## src/rtl/uart_cmd_initiator_if.sv

```systemverilog
// Signal bundle between the UART command initiator (master) and its host / UART peers (slave).
// Request: a command transfers on a clock edge where req_valid && req_ready; tx_start, rx_valid and rsp_valid are single-cycle strobes.
interface uart_cmd_initiator_if;
  logic       req_valid;
  logic       req_ready;
  logic [7:0] req_cmd;
  logic       tx_start;
  logic [7:0] tx_data;
  logic       tx_busy;
  logic       rx_valid;
  logic [7:0] rx_data;
  logic       rsp_valid;
  logic [7:0] rsp_data;
  logic       rsp_err;

  modport master (
    input  req_valid, req_cmd, tx_busy, rx_valid, rx_data,
    output req_ready, tx_start, tx_data, rsp_valid, rsp_data, rsp_err
  );

  modport slave (
    output req_valid, req_cmd, tx_busy, rx_valid, rx_data,
    input  req_ready, tx_start, tx_data, rsp_valid, rsp_data, rsp_err
  );
endinterface

```

## src/rtl/uart_cmd_initiator.sv

```systemverilog
// Single-outstanding UART command initiator: send one byte, wait for a one-byte reply or time out.
// Optional bounded resend on timeout is built when UART_CMD_INIT_RETRY_EN is defined.
module uart_cmd_initiator #(
  parameter int TIMEOUT_CYCLES = 100000,
  parameter int MAX_RETRY      = 2,
  parameter int TO_W           = 17
) (
  input  logic       clk,
  input  logic       rst,
  uart_cmd_initiator_if.master bus,
  output logic       busy,
  output logic [2:0] state
);

  typedef enum logic [2:0] {
    S_IDLE     = 3'd0,
    S_SEND     = 3'd1,
    S_WAIT_TX  = 3'd2,
    S_WAIT_RSP = 3'd3
  } state_t;

  localparam logic [TO_W-1:0] TO_LAST = TO_W'(TIMEOUT_CYCLES - 1);

  state_t          st;
  logic [TO_W-1:0] to_cnt;
  logic [TO_W-1:0] to_inc;
  logic            seen_busy;
  logic            tx_done;
  logic            timeout_hit;
  logic            retry_ok;

`ifdef UART_CMD_INIT_RETRY_EN
  localparam int RW = (MAX_RETRY > 0) ? $clog2(MAX_RETRY + 1) : 1;
  logic [RW-1:0] retry_cnt;
  assign retry_ok = (retry_cnt < RW'(MAX_RETRY));
`else
  assign retry_ok = 1'b0;
`endif

  // Saturating increment: the counter must never wrap back into the live range.
  assign to_inc  = (to_cnt == {TO_W{1'b1}}) ? to_cnt : to_cnt + 1'b1;
  assign tx_done = seen_busy && !bus.tx_busy;

  // A reply or transmitter completion on the terminal cycle beats the timeout.
  assign timeout_hit = (to_cnt == TO_LAST) &&
                       (((st == S_WAIT_TX) && !tx_done) ||
                        ((st == S_WAIT_RSP) && !bus.rx_valid));

  assign state         = st;
  assign busy          = (st != S_IDLE);
  assign bus.req_ready = (st == S_IDLE);

  always_ff @(posedge clk or negedge rst) begin
    if (!rst) begin
      st            <= S_IDLE;
      to_cnt        <= '0;
      seen_busy     <= 1'b0;
      bus.tx_start  <= 1'b0;
      bus.tx_data   <= 8'h00;
      bus.rsp_valid <= 1'b0;
      bus.rsp_data  <= 8'h00;
      bus.rsp_err   <= 1'b0;
`ifdef UART_CMD_INIT_RETRY_EN
      retry_cnt     <= '0;
`endif
    end else begin
      bus.tx_start  <= 1'b0;
      bus.rsp_valid <= 1'b0;
      case (st)
        S_IDLE: begin
          if (bus.req_valid) begin
            bus.tx_data <= bus.req_cmd;
`ifdef UART_CMD_INIT_RETRY_EN
            retry_cnt   <= '0;
`endif
            st          <= S_SEND;
          end
        end
        S_SEND: begin
          seen_busy <= 1'b0;
          if (!bus.tx_busy) begin
            bus.tx_start <= 1'b1;
            to_cnt       <= '0;
            st           <= S_WAIT_TX;
          end
        end
        S_WAIT_TX: begin
          if (bus.tx_busy) seen_busy <= 1'b1;
          if (tx_done) begin
            to_cnt <= '0;
            st     <= S_WAIT_RSP;
          end else begin
            to_cnt <= to_inc;
          end
        end
        S_WAIT_RSP: begin
          to_cnt <= to_inc;
          if (bus.rx_valid) begin
            bus.rsp_valid <= 1'b1;
            bus.rsp_data  <= bus.rx_data;
            bus.rsp_err   <= 1'b0;
            st            <= S_IDLE;
          end
        end
        default: st <= S_IDLE;
      endcase

      // Timeout overrides the per-state next-state chosen above.
      if (timeout_hit) begin
        if (retry_ok) begin
`ifdef UART_CMD_INIT_RETRY_EN
          retry_cnt <= retry_cnt + 1'b1;
`endif
          st        <= S_SEND;
        end else begin
          bus.rsp_valid <= 1'b1;
          bus.rsp_err   <= 1'b1;
          bus.rsp_data  <= 8'h00;
          st            <= S_IDLE;
        end
      end
    end
  end

endmodule

```

## src/flat_wrapper.sv

```systemverilog
// flat-port wrapper written by rule: the top's interface ports become plain ports
module uart_cmd_initiator_flat 
#(
  parameter int TIMEOUT_CYCLES = 100000,
  parameter int MAX_RETRY      = 2,
  parameter int TO_W           = 17
)
  (clk, rst, busy, state, bus_req_valid, bus_req_cmd, bus_tx_busy, bus_rx_valid, bus_rx_data, bus_req_ready, bus_tx_start, bus_tx_data, bus_rsp_valid, bus_rsp_data, bus_rsp_err);
  uart_cmd_initiator_if bus_i ();
  input  logic clk;
  input  logic rst;
  output logic busy;
  output logic [2:0] state;
  input wire logic [$bits(bus_i.req_valid)-1:0] bus_req_valid;
  input wire logic [$bits(bus_i.req_cmd)-1:0] bus_req_cmd;
  input wire logic [$bits(bus_i.tx_busy)-1:0] bus_tx_busy;
  input wire logic [$bits(bus_i.rx_valid)-1:0] bus_rx_valid;
  input wire logic [$bits(bus_i.rx_data)-1:0] bus_rx_data;
  output wire logic [$bits(bus_i.req_ready)-1:0] bus_req_ready;
  output wire logic [$bits(bus_i.tx_start)-1:0] bus_tx_start;
  output wire logic [$bits(bus_i.tx_data)-1:0] bus_tx_data;
  output wire logic [$bits(bus_i.rsp_valid)-1:0] bus_rsp_valid;
  output wire logic [$bits(bus_i.rsp_data)-1:0] bus_rsp_data;
  output wire logic [$bits(bus_i.rsp_err)-1:0] bus_rsp_err;
  assign bus_i.req_valid = bus_req_valid;
  assign bus_i.req_cmd = bus_req_cmd;
  assign bus_i.tx_busy = bus_tx_busy;
  assign bus_i.rx_valid = bus_rx_valid;
  assign bus_i.rx_data = bus_rx_data;
  assign bus_req_ready = bus_i.req_ready;
  assign bus_tx_start = bus_i.tx_start;
  assign bus_tx_data = bus_i.tx_data;
  assign bus_rsp_valid = bus_i.rsp_valid;
  assign bus_rsp_data = bus_i.rsp_data;
  assign bus_rsp_err = bus_i.rsp_err;
  uart_cmd_initiator #(.TIMEOUT_CYCLES(TIMEOUT_CYCLES), .MAX_RETRY(MAX_RETRY), .TO_W(TO_W)) u_core (.clk(clk), .rst(rst), .bus(bus_i), .busy(busy), .state(state));
endmodule
```

## config.mk

```make
export PLATFORM = sky130hd
export DESIGN_NAME = uart_cmd_initiator_flat
export DESIGN_NICKNAME = d
export VERILOG_FILES = /design/src/rtl/uart_cmd_initiator_if.sv /design/src/rtl/uart_cmd_initiator.sv /design/src/flat_wrapper.sv
export SDC_FILE = /design/constraint.sdc
export NUM_CORES = 1
export LEC_CHECK = 0
export BUFFER_PORTS_ARGS = -buffer_cell sky130_fd_sc_hd__clkbuf_2
export CAP_MARGIN = 20
export CELL_PAD_IN_SITES_DETAIL_PLACEMENT = 1
export CELL_PAD_IN_SITES_GLOBAL_PLACEMENT = 2
export CORE_UTILIZATION = 35
export CTS_CLUSTER_SIZE = 28
export DETAILED_ROUTE_END_ITERATION = 8
export PLACE_DENSITY_LB_ADDON = 0.1
export RECOVER_POWER = 50
export REMOVE_ABC_BUFFERS = 1
export SYNTH_ARGS = -nofsm -noshare
export SYNTH_HDL_FRONTEND = slang
export SYNTH_SLANG_ARGS = --single-unit
```

## constraint.sdc

```tcl
create_clock -name clk -period 3.8 [get_ports clk]
set_input_delay 0.76 -clock clk [delete_from_list [all_inputs] [get_ports clk]]
set_output_delay 0.76 -clock clk [all_outputs]
set_load 0.02 [all_outputs]
```

Yosys cells after proc, flatten, opt, wreduce, memory -nomap -nowiden
Index checks and enable logic that the tools add are counted.
- add/subtract/negate cells: 1
- reduce and logical (&&, ||, !) cells: 19
- equal/unequal tests: 11
- mux-type cells: 23
- operator list (kind ; count):
    $mux 17 ; 3
    $pmux 17 s3 ; 1
    $eq 17x17->1 const B ; 2
    $mux 8 ; 3
    $add 17x1->17 const B ; 1
    $mux 3 ; 5
    $pmux 3 s4 ; 1
    $mux 1 ; 9
    $ne 3x2->1 const B ; 3
    $reduce_and 2->1 ; 4
    $eq 3x2->1 const B ; 2
    $reduce_bool 2->1 ; 3
    $reduce_bool 3->1 ; 2
    $logic_and 1x1->1 ; 4
    $ne 2x2->1 const B ; 2
    $reduce_and 4->1 ; 1
    $eq 3x1->1 const B ; 1
    $logic_not 1->1 ; 3
    $logic_not 3->1 ; 1
    $ne 3x1->1 const B ; 1
    $pmux 1 s2 ; 1
    $logic_or 1x1->1 ; 1
- output and inout port bits: 24
- input bits: 21
- logic and storage cells: 62
- register bits: 40

Logic depth before layout (Yosys ltp)
- word-level depth: 8
- mapped depth: 7
- gate-level depth less buffers: 6

Worst setup path after synthesis
No wires, ideal clock.
- path kind: register to register
- start point: reg u_core.st[0] (netlist: u_core.state[0])
- end point: reg u_core.to_cnt[10]
- setup time: 0.078 ns
- clock period less this slack: 2.136 ns
- required time: 3.722 ns
- stages on the path, launching flop included: 8
- buffers on the path: 1
- data arrival time: 2.058 ns
- path slack: 1.664 ns
- cells stage by stage: dfrtp_1 > inv_1 > ha_1 > clkbuf_1 > a21oi_4 > nand3_1 > or4_1 > a21oi_1
- longest elaborated chain between the ends: 3
- elaborated cells on any way between the ends: 7
- classes of those cells: eq/ne (4); mux (1); reduce/logical (2)
- RTL lines (what ; line ; text):
    start, declared ; uart_cmd_initiator.sv:24 ; state_t st;
    start signal, assigned ; uart_cmd_initiator.sv:55 ; st <= S_IDLE;
    start signal, assigned ; uart_cmd_initiator.sv:76 ; st <= S_SEND;
    start signal, assigned ; uart_cmd_initiator.sv:84 ; st <= S_WAIT_TX;
    $eq 3x1->1 or $eq 3x2->1 (tied branches) ; uart_cmd_initiator.sv:69 ; case (st)
    $ne 2x2->1 (no line) or $reduce_bool 3->1 (tied branches) ; - ;
    $reduce_and 2->1 (no line) ; - ;
    end signal, assigned ; uart_cmd_initiator.sv:93 ; to_cnt <= to_inc;
    end signal, assigned ; uart_cmd_initiator.sv:97 ; to_cnt <= to_inc;
    end, declared ; uart_cmd_initiator.sv:25 ; logic [TO_W-1:0] to_cnt;
Parallel ways exist; a longest one is shown, timed or not.
A chain may end at the register's enable or synchronous reset.

==> flow_results.org <==
** Synth
- Synthesis warning total :: 0
- After synthesis, the mean cell area works out to around 10 sq um.
- Cell accounting for the most synthesized area :: sky130_fd_sc_hd__dfrtp_1
- Most numerous cell types in the synthesized netlist :: sky130_fd_sc_hd__dfrtp_1, sky130_fd_sc_hd__nand2_1, sky130_fd_sc_hd__a21oi_1, sky130_fd_sc_hd__mux2_2, sky130_fd_sc_hd__or4_1
- Number of synthesized flops with an enable pin :: 0
- Cell count after synthesis :: 209
- In the synthesized netlist the dominant register cell turns out to be sky130_fd_sc_hd__dfrtp_1.
- Post-synthesis sequential area ratio :: 47.76%
- Most frequent cell after synthesis :: sky130_fd_sc_hd__dfrtp_1
- Sorting the synthesized cells by area gives the leading types as sky130_fd_sc_hd__dfrtp_1, sky130_fd_sc_hd__nand2_1, sky130_fd_sc_hd__a21oi_1.
- Yosys reg bits :: 39
- Of the post-synthesis cell area, the dominant cell type holds 47.76%.
- Post-synthesis async set-or-reset flop share :: 100.0%
- Unique masters post-synth :: 45
- Syn Std Cell Area :: 2043 sq um

** Final layout
- Synthesis-to-layout area growth :: 19.17%
- The number of antenna diodes in the final layout is 0.
- The final layout contains 281 nets.
- In the final layout, the multi-input gates occupy 1012 sq um.
- The sequential cells in the finished layout cover a total of 975.9 sq um.
- Layout cell share with drive strength beyond 1 :: between 20% and 30%
- For this run, the number of standard cells in the final layout without fillers is 328.
- After filler insertion, the fill cell instance count of the layout stands at 684.

** Setup path
- Class of the most critical setup path :: in -> async
- Grouping stages by cell kind, the critical path spends the most delay in buffers and inverters.
- CP max stage delay :: between 1000 and 1500 ps
- For flop-to-flop paths, the worst setup slack is 1680 ps.
- Counting both buffers and inverters, the worst setup path holds a total of 2.
- Arrival time reported for the critical path endpoint :: 2450 ps
- The critical path goes through clkbuf_1, clkbuf_1.
- The worst register-to-register path has a depth of 6.
- Most used cell along the critical path :: sky130_fd_sc_hd__clkbuf_1
- Category of the worst setup path launch point :: primary input
- Maximum fanout along the worst path :: 27
- Standard cell with the maximum stage delay on the critical path :: sky130_fd_sc_hd__clkbuf_1
- The worst register-to-register path ends at u_core.to_cnt[10].
- The worst setup path is captured at an asynchronous set/reset pin.
- CP required :: just under 4000 ps
- Source of the worst register-to-register timing path :: u_core.state[0]

** GRT
- Largest net degree at the start of global routing :: 40
- Met1 demand-to-capacity share in global routing :: 22.82%
- In the global route stage, met3 resource usage came out at under 10%.
- Global routing finished with a remaining overflow of 0.
- The initial antenna violation count came to 0.
- Global-route wire length before repair :: 8424 um
- GRT Max-Usage Layer :: met2
- GRT Overall Usage :: 17.54%
- Number of global-route vias before repair :: 1779
- Met2 track demand over resource :: 29.12%

** Job
- Number of violations of the max-capacitance limit :: 0

** Status
- Status :: finished, final reports clean

** Clocking
- TritonCTS built the clock tree.
- Counting the buffers created by CTS gives 5.
- In this run, post-CTS hold repair placed 0 buffers.
- The tree is rooted in a sky130_fd_sc_hd__clkbuf_8.
- Post-CTS timing repair inserted 0 buffers for setup.
- For this design, the sink count on the clock tree is 39.
- The H-tree was split into 2 levels.
- Clock slew at the register clock pins of the worst setup and hold paths :: 80 ps
- In this run the deepest clock path goes through 2 buffers.
- Number of gates resized after cts :: 0
- The later pin in the worst-skew pair is clocked with a latency of 280 ps.

** Worst hold path
- Worst hold-check path type :: reg -> reg
- Along the worst hold path, the cell count comes to 1.
- Hold worst-path end :: u_core.bus.rsp_err
- Worst hold path startpoint :: u_core.bus.rsp_err

** Die
- The floorplan step defined a die boundary enclosing 6147 sq um.
- The initial utilization of the core area, before any placement, comes to a little over a third.
- Core area :: around 5600 sq um
- Overall die width :: 78.41 um
- Count of boundary I/O pins :: 45
- Die height :: 78.41 um
- Number of placement rows :: 27

** Timing
- Setup clock skew after layout :: 5.735 ps
- The max-slew violation count is 0.
- The final number of hold-violating endpoints is 0.
- Fin Setup TNS :: 0 ps
- Achievable frequency :: between 400 and 500 MHz
- Setup repair after global routing left no endpoint under its margin.
- Setup violations remaining at the end of the flow were counted as 0.
- Worst slew slack as a fraction of its limit :: 2.600%
- Minimum period implied by the final worst setup slack :: 2304 ps
- Slew at the pin closest to its max-slew limit :: ~1500 ps
- Final critical-path share of the clock period :: 60.64%

** Power and ir drop
- Summing internal, switching and leakage power gives about 1.7 mW.
- Peak supply drop :: 0.0002493 V
- Pwr dens :: 686.4 nW/um^2
- Static leakage :: between 1 and 1.5 nW

** Detailed routing
- Iteration count of the initial detailed-routing pass :: 4
- Antenna Nets Post-Route :: 0
- After detailed routing, the average wire length per cell comes to 15.20 um.
- Dividing the detail-routed via count by the number of cells gives roughly 5.4.
- For this block, the routed nets add up to 4987 um of wire.
- Detailed-route DRC error count :: 0
- Total number of vias :: between 1500 and 2000
- For this block, the initial DRC count from the detailed router was 87.

** Placed design
- Placed wire-length estimate :: between 3000 and 4000 um
- The congestion estimate from routability-driven global placement came to around 0.76.
- Number of cells in the design after placement :: between 300 and 400
- Port buffering added 43 buffers.
[cell type report]
cell class | instances | share of cell area [%]
Clock buffer | 5 | 2.826
Multi-Input combinational cell | 157 | 41.57
Tap cell | 72 | 3.700
Inverter | 6 | 0.9250
Sequential cell | 39 | 40.08
Clock inverter | 3 | 1.799
Timing Repair Buffer | 46 | 9.096
[through the flow]
stage	hold WS, ps	cell area (sq um)	utilization [%]	setup WS [ps]
floorplan	464.4	2011	-	1616
global placement	480.8	2323	41.68	1659
detailed placement	483.9	2323	41.68	1638
CTS	503.1	2436	43.70	1534
global route	529.6	2435	43.68	1092
finish	494.3	2435	43.68	1496
[registers in the layout, indices dropped and copies added (netlist names)]
| register | flops |
|---|---|
| u_core.to_cnt | 17 |
| u_core.bus.rsp_data | 8 |
| u_core.bus.tx_data | 8 |
| u_core.state | 2 |
| u_core.bus.rsp_err | 1 |
| u_core.bus.rsp_valid | 1 |
| u_core.bus.tx_start | 1 |
| u_core.seen_busy | 1 |
[routing by layer]
metal | share of wire [%] | up-vias | wire length (um)
li1 | - | 860 | -
met3 | 4.0 | 2 | 201
met1 | 47 | 863 | 2363
met2 | 48 | 44 | 2392
met4 | 0.60 | 0 | 30
met5 | 0 | - | 0
[placed cells by master, fill, tap and decap left out, types with 3 or more instances in the layout]
| cell | instances |
|---|---|
| sky130_fd_sc_hd__clkbuf_2 | 33 |
| sky130_fd_sc_hd__ha_1 | 5 |
| sky130_fd_sc_hd__inv_1 | 6 |
| sky130_fd_sc_hd__nor2_1 | 5 |
| sky130_fd_sc_hd__o41ai_1 | 3 |
| sky130_fd_sc_hd__nand3_1 | 5 |
| sky130_fd_sc_hd__and3_1 | 3 |
| sky130_fd_sc_hd__a2111o_1 | 3 |
| sky130_fd_sc_hd__nand2b_1 | 3 |
| sky130_fd_sc_hd__clkbuf_8 | 5 |
| sky130_fd_sc_hd__and2_1 | 3 |
| sky130_fd_sc_hd__nor3_1 | 5 |
| sky130_fd_sc_hd__nor2b_1 | 5 |
| sky130_fd_sc_hd__nand2_1 | 36 |
| sky130_fd_sc_hd__nand4_1 | 4 |
| sky130_fd_sc_hd__o31ai_1 | 5 |
| sky130_fd_sc_hd__dfrtp_1 | 39 |
| sky130_fd_sc_hd__clkbuf_1 | 11 |
| sky130_fd_sc_hd__a21oi_1 | 24 |
| sky130_fd_sc_hd__o21ai_0 | 6 |
| sky130_fd_sc_hd__mux2_2 | 8 |
| sky130_fd_sc_hd__or4_1 | 7 |
[worst max path at each step]
stage	from	end	cells after the start
5_1_grt	rst	u_core.to_cnt[6]	2
4_1_cts	u_core.state[0]	busy	4
3_5_place_dp	u_core.to_cnt[6]	u_core.to_cnt[4]	4
2_1_floorplan	u_core.state[1]	u_core.bus.rsp_valid	5
6_report	rst	u_core.to_cnt[6]	2
3_3_place_gp	bus_tx_busy	u_core.to_cnt[13]	5
[report_power, final]
group / internal [mW] / switching, mW / total [mW]
Sequential: 0.533 / 0.0748 / 0.608
Combinational: 0.249 / 0.468 / 0.717
Clock: 0.196 / 0.151 / 0.346
Total: 0.978 / 0.693 / 1.67
[kinds of logic after synthesis]
logic type               synth area share, %
multiplexers                           5.389
flip-flops                             47.77
other                                 0.1835
buffers and inverters                  2.694
adder cells (fa/ha/maj)                3.062
AND/OR/NAND/NOR                        23.82
AO/OA/AOI/OAI                          17.09
Power figures use the tool's default switching activity.
